## src/rtl/sram_march_bist.sv

```systemverilog
// March BIST sequencer for one OpenRAM macro on the shared SRAM bus.
// Runs M0..M3, compares read data, and records the error count and first failure.
module sram_march_bist #(
  parameter int ADDR_W    = 16,
  parameter int DATA_W    = 32,
  parameter int WMASK_W   = 4,
  parameter int MAX_CHIPS = 16,
  parameter int RD_LAT    = 1
) (
  input  logic                 clk,
  input  logic                 rstn,
  input  logic                 start,
  input  logic                 abort,
  input  logic [3:0]           chip_sel,
  input  logic [ADDR_W-1:0]    last_addr,
  input  logic [DATA_W-1:0]    pattern,
  input  logic                 use_port1,
  input  logic [DATA_W-1:0]    rdata0,
  input  logic [DATA_W-1:0]    rdata1,
  output logic [MAX_CHIPS-1:0] csb0,
  output logic [MAX_CHIPS-1:0] csb1,
  output logic                 web0,
  output logic [WMASK_W-1:0]   wmask0,
  output logic [ADDR_W-1:0]    addr0,
  output logic [ADDR_W-1:0]    addr1,
  output logic [DATA_W-1:0]    din0,
  output logic                 busy,
  output logic                 done,
  output logic                 fail,
  output logic [15:0]          err_count,
  output logic [ADDR_W-1:0]    first_fail_addr,
  output logic [DATA_W-1:0]    first_fail_data
);

  typedef enum logic [2:0] {
    IDLE, M0_W, M1_R, M1_W, M2_R, M2_W, M3_R, DRAIN
  } state_t;

  state_t state, n_state;

  logic [ADDR_W-1:0] cnt, n_cnt, last_q;
  logic [2:0]        dcnt, n_dcnt;
  logic [3:0]        sel_q, a_sel;
  logic [DATA_W-1:0] pat_q, a_pat;
  logic              p1_q, a_p1;
  logic              go, kill;
  logic              n_busy, n_done;

  logic [MAX_CHIPS-1:0] oh;
  logic [MAX_CHIPS-1:0] n_csb0, n_csb1;
  logic                 n_web0;
  logic [WMASK_W-1:0]   n_wmask0;
  logic [ADDR_W-1:0]    n_addr0, n_addr1;
  logic [DATA_W-1:0]    n_din0;

  logic              pv [RD_LAT];
  logic              pp [RD_LAT];
  logic [ADDR_W-1:0] pa [RD_LAT];
  logic [DATA_W-1:0] pe [RD_LAT];

  logic              push, push_p, chk, mis;
  logic [DATA_W-1:0] push_e, rd;
  logic [15:0]       n_err;
  logic [ADDR_W-1:0] n_ffa;
  logic [DATA_W-1:0] n_ffd;

  assign go   = (state == IDLE) && start;
  assign kill = busy && abort;

  // The first command uses the inputs being latched on the same edge.
  assign a_sel = go ? chip_sel  : sel_q;
  assign a_pat = go ? pattern   : pat_q;
  assign a_p1  = go ? use_port1 : p1_q;
  assign oh    = ~(MAX_CHIPS'(1) << a_sel);

  always_comb begin
    n_state = state;
    n_cnt   = cnt;
    n_dcnt  = dcnt;
    n_busy  = busy;
    n_done  = done;
    if (kill) begin
      n_state = IDLE;
      n_busy  = 1'b0;
      n_done  = 1'b0;
    end else begin
      case (state)
        IDLE: if (start) begin
          n_state = M0_W;
          n_cnt   = '0;
          n_busy  = 1'b1;
          n_done  = 1'b0;
        end
        M0_W: if (cnt == last_q) begin
          n_state = M1_R;
          n_cnt   = '0;
        end else begin
          n_cnt = cnt + 1'b1;
        end
        M1_R: n_state = M1_W;
        M1_W: if (cnt == last_q) begin
          n_state = M2_R;
        end else begin
          n_state = M1_R;
          n_cnt   = cnt + 1'b1;
        end
        M2_R: n_state = M2_W;
        M2_W: if (cnt == '0) begin
          n_state = M3_R;
          n_cnt   = last_q;
        end else begin
          n_state = M2_R;
          n_cnt   = cnt - 1'b1;
        end
        M3_R: if (cnt == '0) begin
          n_state = DRAIN;
          n_dcnt  = 3'(RD_LAT - 1);
        end else begin
          n_cnt = cnt - 1'b1;
        end
        DRAIN: if (dcnt == '0) begin
          n_state = IDLE;
          n_busy  = 1'b0;
          n_done  = 1'b1;
        end else begin
          n_dcnt = dcnt - 1'b1;
        end
        default: n_state = IDLE;
      endcase
    end
  end

  // Bus outputs are registered from the next command; idle cycles keep addr/data.
  always_comb begin
    n_csb0   = '1;
    n_csb1   = '1;
    n_web0   = 1'b1;
    n_wmask0 = '0;
    n_addr0  = addr0;
    n_addr1  = addr1;
    n_din0   = din0;
    case (n_state)
      M0_W, M2_W, M1_W: begin
        n_csb0   = oh;
        n_web0   = 1'b0;
        n_wmask0 = '1;
        n_addr0  = n_cnt;
        n_din0   = (n_state == M1_W) ? ~a_pat : a_pat;
      end
      M1_R, M2_R: begin
        n_csb0  = oh;
        n_addr0 = n_cnt;
      end
      M3_R: if (a_p1) begin
        n_csb1  = oh;
        n_addr1 = n_cnt;
      end else begin
        n_csb0  = oh;
        n_addr0 = n_cnt;
      end
      default: ;
    endcase
  end

  assign push   = (state == M1_R) || (state == M2_R) || (state == M3_R);
  assign push_p = (state == M3_R) && p1_q;
  assign push_e = (state == M2_R) ? ~pat_q : pat_q;
  assign chk    = pv[RD_LAT-1];
  assign rd     = pp[RD_LAT-1] ? rdata1 : rdata0;
  assign mis    = chk && (rd != pe[RD_LAT-1]);

  always_comb begin
    n_err = err_count;
    n_ffa = first_fail_addr;
    n_ffd = first_fail_data;
    if (go) begin
      n_err = '0;
      n_ffa = '0;
      n_ffd = '0;
    end else if (mis && !kill) begin
      if (err_count != 16'hFFFF) n_err = err_count + 16'd1;
      if (err_count == '0) begin
        n_ffa = pa[RD_LAT-1];
        n_ffd = rd;
      end
    end
  end

  always_ff @(posedge clk) begin
    if (!rstn) begin
      state           <= IDLE;
      cnt             <= '0;
      dcnt            <= '0;
      last_q          <= '0;
      sel_q           <= '0;
      pat_q           <= '0;
      p1_q            <= 1'b0;
      busy            <= 1'b0;
      done            <= 1'b0;
      fail            <= 1'b0;
      err_count       <= '0;
      first_fail_addr <= '0;
      first_fail_data <= '0;
      csb0            <= '1;
      csb1            <= '1;
      web0            <= 1'b1;
      wmask0          <= '0;
      addr0           <= '0;
      addr1           <= '0;
      din0            <= '0;
    end else begin
      state           <= n_state;
      cnt             <= n_cnt;
      dcnt            <= n_dcnt;
      busy            <= n_busy;
      done            <= n_done;
      fail            <= (n_err != '0);
      err_count       <= n_err;
      first_fail_addr <= n_ffa;
      first_fail_data <= n_ffd;
      csb0            <= n_csb0;
      csb1            <= n_csb1;
      web0            <= n_web0;
      wmask0          <= n_wmask0;
      addr0           <= n_addr0;
      addr1           <= n_addr1;
      din0            <= n_din0;
      if (go) begin
        last_q <= last_addr;
        sel_q  <= chip_sel;
        pat_q  <= pattern;
        p1_q   <= use_port1;
      end
    end
  end

  always_ff @(posedge clk) begin
    if (!rstn || kill) begin
      for (int i = 0; i < RD_LAT; i++) begin
        pv[i] <= 1'b0;
        pp[i] <= 1'b0;
        pa[i] <= '0;
        pe[i] <= '0;
      end
    end else begin
      pv[0] <= push;
      pp[0] <= push_p;
      pa[0] <= cnt;
      pe[0] <= push_e;
      for (int i = 1; i < RD_LAT; i++) begin
        pv[i] <= pv[i-1];
        pp[i] <= pp[i-1];
        pa[i] <= pa[i-1];
        pe[i] <= pe[i-1];
      end
    end
  end

endmodule

```

## config.mk

```make
export PLATFORM = sky130hd
export DESIGN_NAME = sram_march_bist
export DESIGN_NICKNAME = d
export VERILOG_FILES = /design/src/rtl/sram_march_bist.sv
export SDC_FILE = /design/constraint.sdc
export NUM_CORES = 1
export LEC_CHECK = 0
export BUFFER_PORTS_ARGS = -buffer_cell sky130_fd_sc_hd__buf_2
export CAP_MARGIN = 20
export CORE_ASPECT_RATIO = 0.9
export CORE_MARGIN = 2
export CORE_UTILIZATION = 46
export CTS_CLUSTER_SIZE = 30
export DETAILED_ROUTE_END_ITERATION = 8
export PLACE_DENSITY = 0.74
export REMOVE_ABC_BUFFERS = 1
export SETUP_SLACK_MARGIN = 0.05
export SLEW_MARGIN = 20
export SYNTH_ARGS = -nofsm -noshare
export SYNTH_HDL_FRONTEND = slang
export SYNTH_SLANG_ARGS = --single-unit
```

## constraint.sdc

```tcl
create_clock -name clk -period 4.3 [get_ports clk]
set_clock_uncertainty 0.2 [all_clocks]
set_input_delay 0.43 -clock clk [delete_from_list [all_inputs] [get_ports clk]]
set_output_delay 0.43 -clock clk [all_outputs]
set_load 0.005 [all_outputs]
```

==> results of run 1 <==
==> worst min-delay path: stages <==
cell	delay, ns
buf_2	0.09
nand2_1	0.05
nand2_1	0.10
nand2_1	0.08
inv_1	0.06
==> layer usage <==
metal,part of all wire,track usage,vias up
li1,-,-,5596
met1,0.45,0.332,5308
met2,0.45,0.392,411
met3,0.070,0.0410,69
met4,0.026,0.0710,0
met5,0,0,-
==> Yosys cell counts, drive strengths merged (27+ instances only) <==
cell / n / share of area
clkbuf: 72 / 0.021
nor2: 242 / 0.072
a21oi: 123 / 0.049
buf: 35 / 0.016
nand2: 224 / 0.066
xor2: 57 / 0.039
dfxtp: 290 / 0.46
and2: 27 / 0.013
xnor2: 76 / 0.053
nor3: 34 / 0.014
o21ai: 33 / 0.013
mux2i: 95 / 0.075
==> area by class of cell <==
cell class                      instances  area, µm²  area share
Multi-Input combinational cell       1087       6350       0.401
Sequential cell                       290       5810       0.367
Timing Repair Buffer                  361       2160       0.137
Clock buffer                           46        912      0.0576
Tap cell                              354        443      0.0280
Inverter                               19       73.8     0.00467
Clock inverter                          6       66.3     0.00419
Antenna cell                            2       5.00    0.000316
==> state kept, by name, summed over array words and instances, names as in the netlist, 4 cells and up <==
signal           count
addr0               16
addr1               16
cnt                 16
csb0                16
csb1                16
din0                32
err_count           16
first_fail_addr     16
first_fail_data     32
last_q              16
pa                  16
pat_q               32
pe                  32
sel_q                4
==> power groups by stage <==
stage	clock network [W]	registers, W	logic [W]
after floorplan	0	0.00292	0.000555
final	0.00256	0.00288	0.000928
after CTS	0.00261	0.00288	0.000925
after global placement	0	0.00293	0.000870
after detailed placement	0	0.00293	0.000881
after global routing	0.00271	0.00289	0.00102
==> stage by stage <==
| stage | worst slack, ns | total power [W] | instance area (µm²) |
|---|---|---|---|
| after detailed placement | 0.485 | 0.00382 | 14300 |
| after CTS | 0.442 | 0.00641 | 15800 |
| after global routing | 0.182 | 0.00662 | 15800 |
| after floorplan | -0.313 | 0.00348 | 12200 |
| final | 0.436 | 0.00637 | 15800 |
| after global placement | 0.557 | 0.00380 | 14300 |
==> cell families (layout without fill, tap and decap cells) <==
kind of cell	after synthesis	count (layout)	share of synthesized area
multiplexers	95	95	0.0751
XOR/XNOR	133	133	0.0920
buffers and inverters	126	432	0.0425
adder cells (fa/ha/maj)	7	7	0.00692
AO/OA/AOI/OAI	227	227	0.110
flip-flops	290	290	0.458
AND/OR/NAND/NOR	625	625	0.215
other	0	2	0
==> path summary, 6_finish.rpt <==
path,from,to,cells after the start
worst max-delay path,cnt[0],addr1[4],12
worst min-delay path,chip_sel[3],sel_q[3],5
worst max register to register,cnt[0],addr1[4],12
worst min register to register,pa[0][5],first_fail_addr[5],2
==> results.py, run 1 <==
metrics = {
    "global_route": {
        "grt_pass1_wl_um": 56500,
        "antenna_found_initial": 2,
        "global_route.usage.total": 0.242,
        "grt_max_degree": 65,
        "first_global_vias": 10786,
        "grt.overflow.total": 0,
    },
    "pwr": {
        "intPower_w": 0.00469,
        "cellLeakagePower_nw": 6.52,
        "peakVddDrop_mv": 0.294,
        "p_sw_w": 0.00168,
        "clkPwrFrac": 0.402,
        "combinationalPowerShare": 0.146,
        "netSwitchingFraction": 0.263,
        "p_seq_frac": 0.452,
        "cellPowerDensity_nw_per_um2": 402,
    },
    "worst_setup_path": {
        "setup.worst_path.start_class": "flip-flop",
        "cp_top_family": "simple AND/OR/NAND/NOR gates",
        "crit_chain": "inv_1 > ha_1 > or4b_4 > nor4_2 > nand2_1 > nor2_4 > a311o_2 > o21ai_2 > nor3_4 > buf_4 > mux2i_1 > nor2_1",
        "crit_path_end_kind": "flip-flop",
        "critPathKind": "flip-flop to flip-flop",
        "critPathMaxStageDelay_ns": 0.50,
        "crit_arrival_ns": 4.07,
        "cp_slowest_cell": "or4b_4",
        "required_ns": 4.50,
        "reg2reg_slack_ns": 0.44,
        "critical_path_buf_inv_count": 2,
        "cp_max_fo": 23,
    },
    "detailed_routing": {
        "drt_pass1_iterations": 7,
        "drc": 0,
        "detail-route-antenna-nets": 0,
        "vias": 11384,
        "routedWlPerCell_um": 16.5,
        "viasPerCell": 5.26,
        "finalWirelength_um": 35700,
        "drt_iter0_markers": 984,
    },
    "synth": {
        "netlist_area_um2": 12700,
        "synth_edf_count": 0,
        "synth_top_flop_cell": "dfxtp_1",
        "yosysWarnings": 0,
        "netlist_instances": 1503,
        "yosys.cell_types.count": 65,
        "ys_seq_elements": 290,
        "ys_seq_area_frac": 0.458,
        "postSynthAreaPerCell_um2": 8.43,
        "async_flop_share": 0,
    },
    "floorplanning": {
        "rows": 57,
        "start_util": 0.468,
        "die_height_um": 161,
        "core_region_area_um2": 27000,
        "die_area_um2": 28900,
        "io_pins": 289,
        "fp.dieW_um": 179,
    },
    "clocking": {
        "cts_htree_levels": 1,
        "post_cts.repair.setup_buffers": 0,
        "cts.clk_slew.worst_paths_ns": 0.06,
        "cts_tree": "built",
        "clk_root_buffer_cell": "clkbuf_16",
        "holdBufCountCts": 50,
        "clock_latency_ns": 0.55,
        "clock_sinks": 290,
        "cts_made_buffers": 31,
        "cts_buffer_depth": 3,
        "postCtsResizedCells": 0,
    },
    "finish": {
        "fillers": 2419,
        "nets": 1918,
        "final_cell_mix": "289 x dfxtp_1, 288 x buf_2, 241 x nor2_1",
        "mostFrequentLayoutCell": "dfxtp_1",
        "drive_gt1_frac": 0.210,
        "final_core_util": 0.585,
        "syn2layout_area_growth_pct": 24.9,
        "instances_no_fill": 2165,
    },
    "status": {
        "outcome": "finished, final reports clean",
    },
    "hold_path": {
        "hold_class": "primary input to flip-flop",
    },
    "place": {
        "dpl.hpwl_um": 25100,
        "gp_congestion": 0.916,
        "dp.cells": 2061,
        "io_buffers": 288,
    },
    "timing": {
        "setup_viol": 0,
        "tns_ns": 0,
        "drv_slew": 0,
        "fin_crit_sh": 0.899,
        "whs_ns": 0.0951,
        "period_needed_ns": 3.86,
        "tightestPinTransition_ns": 0.942,
        "finalHoldViolCount": 0,
        "rsz0062_at_grt": "no",
        "max_freq_mhz": 259,
        "max_slew_margin": 0.372,
    },
    "job": {
        "maxCapViolations": 0,
    },
}
Power figures use the tool's default switching activity.
==> run 2: changes to the inputs <==
ABC_AREA = 1   (was not set)
PLACE_DENSITY = 0.73   (was 0.74)
==> results.py, run 2 <==
metrics = {
    "worst_setup_path": {
        "crit_arrival_ns": 3.66,
        "crit_path_end_kind": "flip-flop",
        "setup.worst_path.start_class": "flip-flop",
        "critPathMaxStageDelay_ns": 0.74,
        "path_common_cell": "nand2_1",
        "required_ns": 4.52,
        "critical_path_buf_inv_count": 2,
        "critPathKind": "flip-flop to flip-flop",
        "cp_slowest_cell": "inv_2",
        "cp_max_fo": 59,
        "cp_top_family": "buffers and inverters",
        "crit_chain": "inv_2 > nand2_1 > nand3b_1 > nand2_1 > nand2_1 > nor2_1 > nand2_1 > nor2_1 > nand2_2 > nand3_2 > inv_2 > o21ai_0 > a31oi_1",
    },
    "floorplanning": {
        "rows": 59,
        "die_area_um2": 30600,
        "core_region_area_um2": 28900,
        "die_height_um": 166,
        "io_pins": 289,
        "start_util": 0.466,
        "fp.dieW_um": 184,
    },
    "synth": {
        "synth_area_leaders": "dfxtp_1 43%, nand2_1 12%, o21ai_0 8.0%",
        "synth_top_flop_cell": "dfxtp_1",
        "yosysWarnings": 0,
        "yosysTopAreaCellShare": 0.431,
        "netlist_instances": 1904,
        "netlist_top_cells_count": "415 x nand2_1, 290 x dfxtp_1, 247 x nor2_1",
        "ys_seq_area_frac": 0.431,
        "synth_edf_count": 0,
        "yosys.cell_types.count": 49,
        "netlist_area_um2": 13500,
        "postSynthAreaPerCell_um2": 7.07,
        "yosysTopAreaCell": "dfxtp_1",
        "yosysMostFrequentCell": "nand2_1",
        "ys_seq_elements": 290,
        "async_flop_share": 0,
    },
    "detailed_routing": {
        "drt_iter0_markers": 1048,
        "routedWlPerCell_um": 15.5,
        "drc": 0,
        "drt_pass1_iterations": 6,
        "viasPerCell": 5.10,
        "finalWirelength_um": 39900,
        "detail-route-antenna-nets": 0,
        "vias": 13148,
    },
    "place": {
        "dp_slack_ns": 0.857,
        "io_buffers": 288,
        "gp_congestion": 0.923,
        "dpl.hpwl_um": 28000,
        "place_area_um2": 15000,
    },
    "clocking": {
        "cts_tree": "built",
        "clk_root_buffer_cell": "clkbuf_16",
        "cts.clk_slew.worst_paths_ns": 0.06,
        "clock_sinks": 290,
        "cts_made_buffers": 34,
        "cts_htree_levels": 2,
        "clock_latency_ns": 0.51,
        "cts_buffer_depth": 3,
    },
    "finish": {
        "drive_gt1_frac": 0.187,
        "design_area_um2": 16200,
        "syn2layout_area_growth_pct": 20.6,
        "mostFrequentLayoutCell": "nand2_1",
        "final_cell_mix": "415 x nand2_1, 290 x dfxtp_1, 288 x buf_2",
        "nets": 2292,
        "fillers": 2828,
    },
    "global_route": {
        "grt_pass1_wl_um": 62800,
        "first_global_vias": 12150,
        "global_route.usage.total": 0.253,
        "antenna_found_initial": 2,
        "grt.overflow.total": 0,
        "grt_max_degree": 88,
    },
    "pwr": {
        "p_sw_w": 0.00170,
        "p_seq_frac": 0.446,
        "netSwitchingFraction": 0.262,
        "finalPower_w": 0.00649,
        "cellLeakagePower_nw": 7.83,
        "combinationalPowerShare": 0.124,
        "clkPwrFrac": 0.430,
        "intPower_w": 0.00479,
        "cellPowerDensity_nw_per_um2": 400,
        "peakVddDrop_mv": 0.228,
    },
    "timing": {
        "tightestPinTransition_ns": 0.979,
        "drv_slew": 0,
        "max_freq_mhz": 291,
        "max_slew_margin": 0.346,
        "rsz0062_at_grt": "no",
        "finalHoldViolCount": 0,
        "fin_crit_sh": 0.799,
        "setup_viol": 0,
        "tns_ns": 0,
        "period_needed_ns": 3.44,
        "final.setup.worst_slack_ns": 0.864,
    },
    "job": {
        "maxCapViolations": 0,
    },
    "status": {
        "outcome": "finished, final reports clean",
    },
    "hold_path": {
        "hold_class": "primary input to flip-flop",
    },
}
[run 2: timing repair]
action | 4_1_cts | 5_1_grt
hold buffers | 12 | 0
endpoints found under the setup margin | 0 | 0
hold endpoints to repair | 12 | 0
gates resized for setup | 0 | 0
buffers inserted | 0 | 0
[run 2: tightest hold or removal path, delay by kind of cell]
kind	cells	cell delay, ns
AOI/OAI and AO/OA	2	0.18
buffers and inverters	1	0.07
[run 2: worst paths after layout]
path / endpoint / depth (start not counted) / start / slack (ns)
worst max-delay path: first_fail_data[9] / 13 / pp[0] / 0.86
worst min-delay path: last_q[12] / 3 / last_addr[12] / 0.01
worst max register to register: first_fail_data[9] / 13 / pp[0] / 0.86
worst min register to register: first_fail_addr[11] / 2 / first_fail_addr[11] / 0.24
[run 2: area by class of cell]
cell class	count	area, µm²	share of cell area
antenna	1	2.50	0.000154
tap	396	495	0.0305
multi-input combinational	1300	6310	0.389
timing repair buffer	320	1710	0.105
inverter	218	830	0.0511
sequential	290	5810	0.358
clock inverter	7	86.3	0.00532
clock buffer	47	991	0.0610
[run 2: metal layers]
| metal | global-route usage | part of all wire |
|---|---|---|
| met5 | 0 | 0.00060 |
| met3 | 0.0386 | 0.069 |
| met1 | 0.339 | 0.45 |
| met2 | 0.424 | 0.46 |
| met4 | 0.0717 | 0.023 |
[run 2: cell families after synthesis]
logic type	share of synthesized area
muxes	0.000744
AOI/OAI and AO/OA	0.152
DFF	0.431
buffers and inverters	0.100
adders and majority gates	0.00651
and+or+nand+nor	0.272
xor gates and xnor gates	0.0371
[run 2: power by group through the flow]
stage	combinational, W	sequential [W]	clock [W]
2_1_floorplan	0.000473	0.00294	0
3_3_place_gp	0.000768	0.00295	0
3_5_place_dp	0.000788	0.00295	0
4_1_cts	0.000802	0.00289	0.00284
5_1_grt	0.000906	0.00291	0.00295
6_report	0.000801	0.00289	0.00279
[run 2: stage by stage]
step                      cells  hold WS, ns  utilization
after floorplan            1808        0.223            -
after global placement     2512        0.231        0.521
after detailed placement   2512        0.237        0.521
after CTS                  2578      0.00811        0.562
after global routing       2578       0.0404        0.562
final                      2579       0.0139        0.562
==> run 3: changes to the inputs <==
PLACE_DENSITY = 0.76   (was 0.73)
clock period = 3.1 ns   (was 4.3 ns; I/O delays follow)
==> results.py, run 3 (synthesis results as in run 2) <==
metrics = {
    "global_route": {
        "global_route.usage.total": 0.263,
        "grt.overflow.total": 0,
        "grt_max_degree": 61,
        "first_global_vias": 12992,
        "grt_pass1_wl_um": 65700,
        "antenna_found_initial": 0,
    },
    "place": {
        "dp_slack_ns": 0.145,
        "place_area_um2": 15400,
        "dpl.hpwl_um": 28900,
        "io_buffers": 288,
        "gp_congestion": 0.927,
    },
    "detailed_routing": {
        "drc": 0,
        "detail-route-antenna-nets": 0,
        "drt_iter0_markers": 933,
        "routedWlPerCell_um": 15.3,
        "drt_pass1_iterations": 5,
        "vias": 13632,
        "finalWirelength_um": 41200,
        "viasPerCell": 5.04,
    },
    "worst_setup_path": {
        "critPathKind": "flip-flop to flip-flop",
        "crit_path_end_kind": "flip-flop",
        "critical_path_buf_inv_count": 2,
        "setup.worst_path.start_class": "flip-flop",
        "crit_arrival_ns": 3.08,
        "reg2reg_from": "cnt[1]",
        "critPathMaxStageDelay_ns": 0.36,
        "crit_chain": "inv_1 > ha_1 > nand3_4 > nor3_4 > nand3_2 > nor2_4 > nand2_2 > nand4_4 > nand3_4 > nor2_4 > buf_12 > xor2_1 > a21oi_1",
        "critPathLaunch": "cnt[1]",
        "cp_max_fo": 15,
        "cp_slowest_cell": "dfxtp_1",
        "cp_top_family": "simple AND/OR/NAND/NOR gates",
        "required_ns": 3.33,
    },
    "timing": {
        "tightestPinTransition_ns": 0.640,
        "drv_slew": 0,
        "fin_crit_sh": 0.919,
        "finalHoldViolCount": 0,
        "period_needed_ns": 2.85,
        "rsz0062_at_grt": "no",
        "max_slew_margin": 0.573,
        "final.setup.worst_slack_ns": 0.252,
        "tns_ns": 0,
        "max_freq_mhz": 351,
        "setup_viol": 0,
    },
    "clocking": {
        "cts_buffer_depth": 3,
        "clk_root_buffer_cell": "clkbuf_16",
        "clock_sinks": 290,
        "cts_tree": "built",
        "clock_latency_ns": 0.55,
        "cts_made_buffers": 30,
        "cts_htree_levels": 1,
        "cts.clk_slew.worst_paths_ns": 0.06,
    },
    "finish": {
        "drive_gt1_frac": 0.191,
        "nets": 2419,
        "antenna_cells": 0,
        "final_cell_mix": "415 x nand2_1, 289 x dfxtp_1, 288 x buf_2",
        "syn2layout_area_growth_pct": 29.2,
        "design_area_um2": 17400,
        "mostFrequentLayoutCell": "nand2_1",
    },
    "hold_path": {
        "min-delay-start": "rdata1[2]",
        "hold_class": "primary input to flip-flop",
    },
    "pwr": {
        "cellLeakagePower_nw": 8.34,
        "peakVddDrop_mv": 0.383,
        "cellPowerDensity_nw_per_um2": 501,
        "finalPower_w": 0.00871,
    },
    "floorplanning": {
        "core_region_area_um2": 28900,
        "die_area_um2": 30600,
        "die_height_um": 166,
        "fp.dieW_um": 184,
        "io_pins": 289,
        "rows": 59,
        "start_util": 0.466,
    },
    "status": {
        "outcome": "finished, final reports clean",
    },
    "job": {
        "maxCapViolations": 0,
    },
}
## run 3: per-stage QoR
stage	std cells	util	hold WS (ns)
after floorplan	1808	-	0.195
after CTS	2701	0.601	0.00484
after global placement	2548	0.533	0.231
after detailed placement	2548	0.533	0.235
final	2703	0.603	0.0248
after global routing	2703	0.603	0.0490
## run 3: report_power, final
part / internal, W / switching [W] / leakage [nW]
Combinational: 0.000519 / 0.000737 / 5.53
Clock: 0.00198 / 0.00146 / 0.440
Sequential: 0.00392 / 0.0000986 / 2.37
Total: 0.00642 / 0.00229 / 8.34
## run 3: path summary, 6_finish.rpt
check                                           to  slack (ns)  cells after the start
worst max-delay path                      din0[21]        0.25                     13
worst max register to register            din0[21]        0.25                     13
worst min register to register  first_fail_addr[5]        0.24                      2
worst min-delay path            first_fail_data[2]        0.02                      5
## run 3: area by class of cell
type,instances,area [µm²]
well taps,396,495
repair buffers,451,3020
fillers,2624,11500
clock buffers,44,865
flip-flops and latches,290,5810
multi-input cells,1300,6330
clock inverters,4,50.0
inverters,218,832
## run 3: worst reg2reg max path: stages (launching register included)
cell	delay [ns]
dfxtp_1	0.36
inv_1	0.15
ha_1	0.25
nand3_4	0.13
nor3_4	0.25
nand3_2	0.16
nor2_4	0.19
nand2_2	0.10
nand4_4	0.15
nand3_4	0.13
nor2_4	0.23
buf_12	0.19
xor2_1	0.18
a21oi_1	0.09
## run 3: what timing repair did
| action | 4_1_cts | 5_1_grt |
|---|---|---|
| endpoints found under the setup margin | 0 | 54 |
| hold buffers | 105 | 0 |
| buffers inserted | 0 | 2 |
| hold endpoints to repair | 83 | 0 |
| gates resized for setup | 0 | 7 |
## run 3: layer usage
layer  GRT usage  part of all wire  vias up
met3      0.0434             0.075       74
met2       0.447              0.46      523
met5           0                 0        -
li1            -                 -     6851
met4      0.0748             0.027        0
met1       0.343              0.44     6184
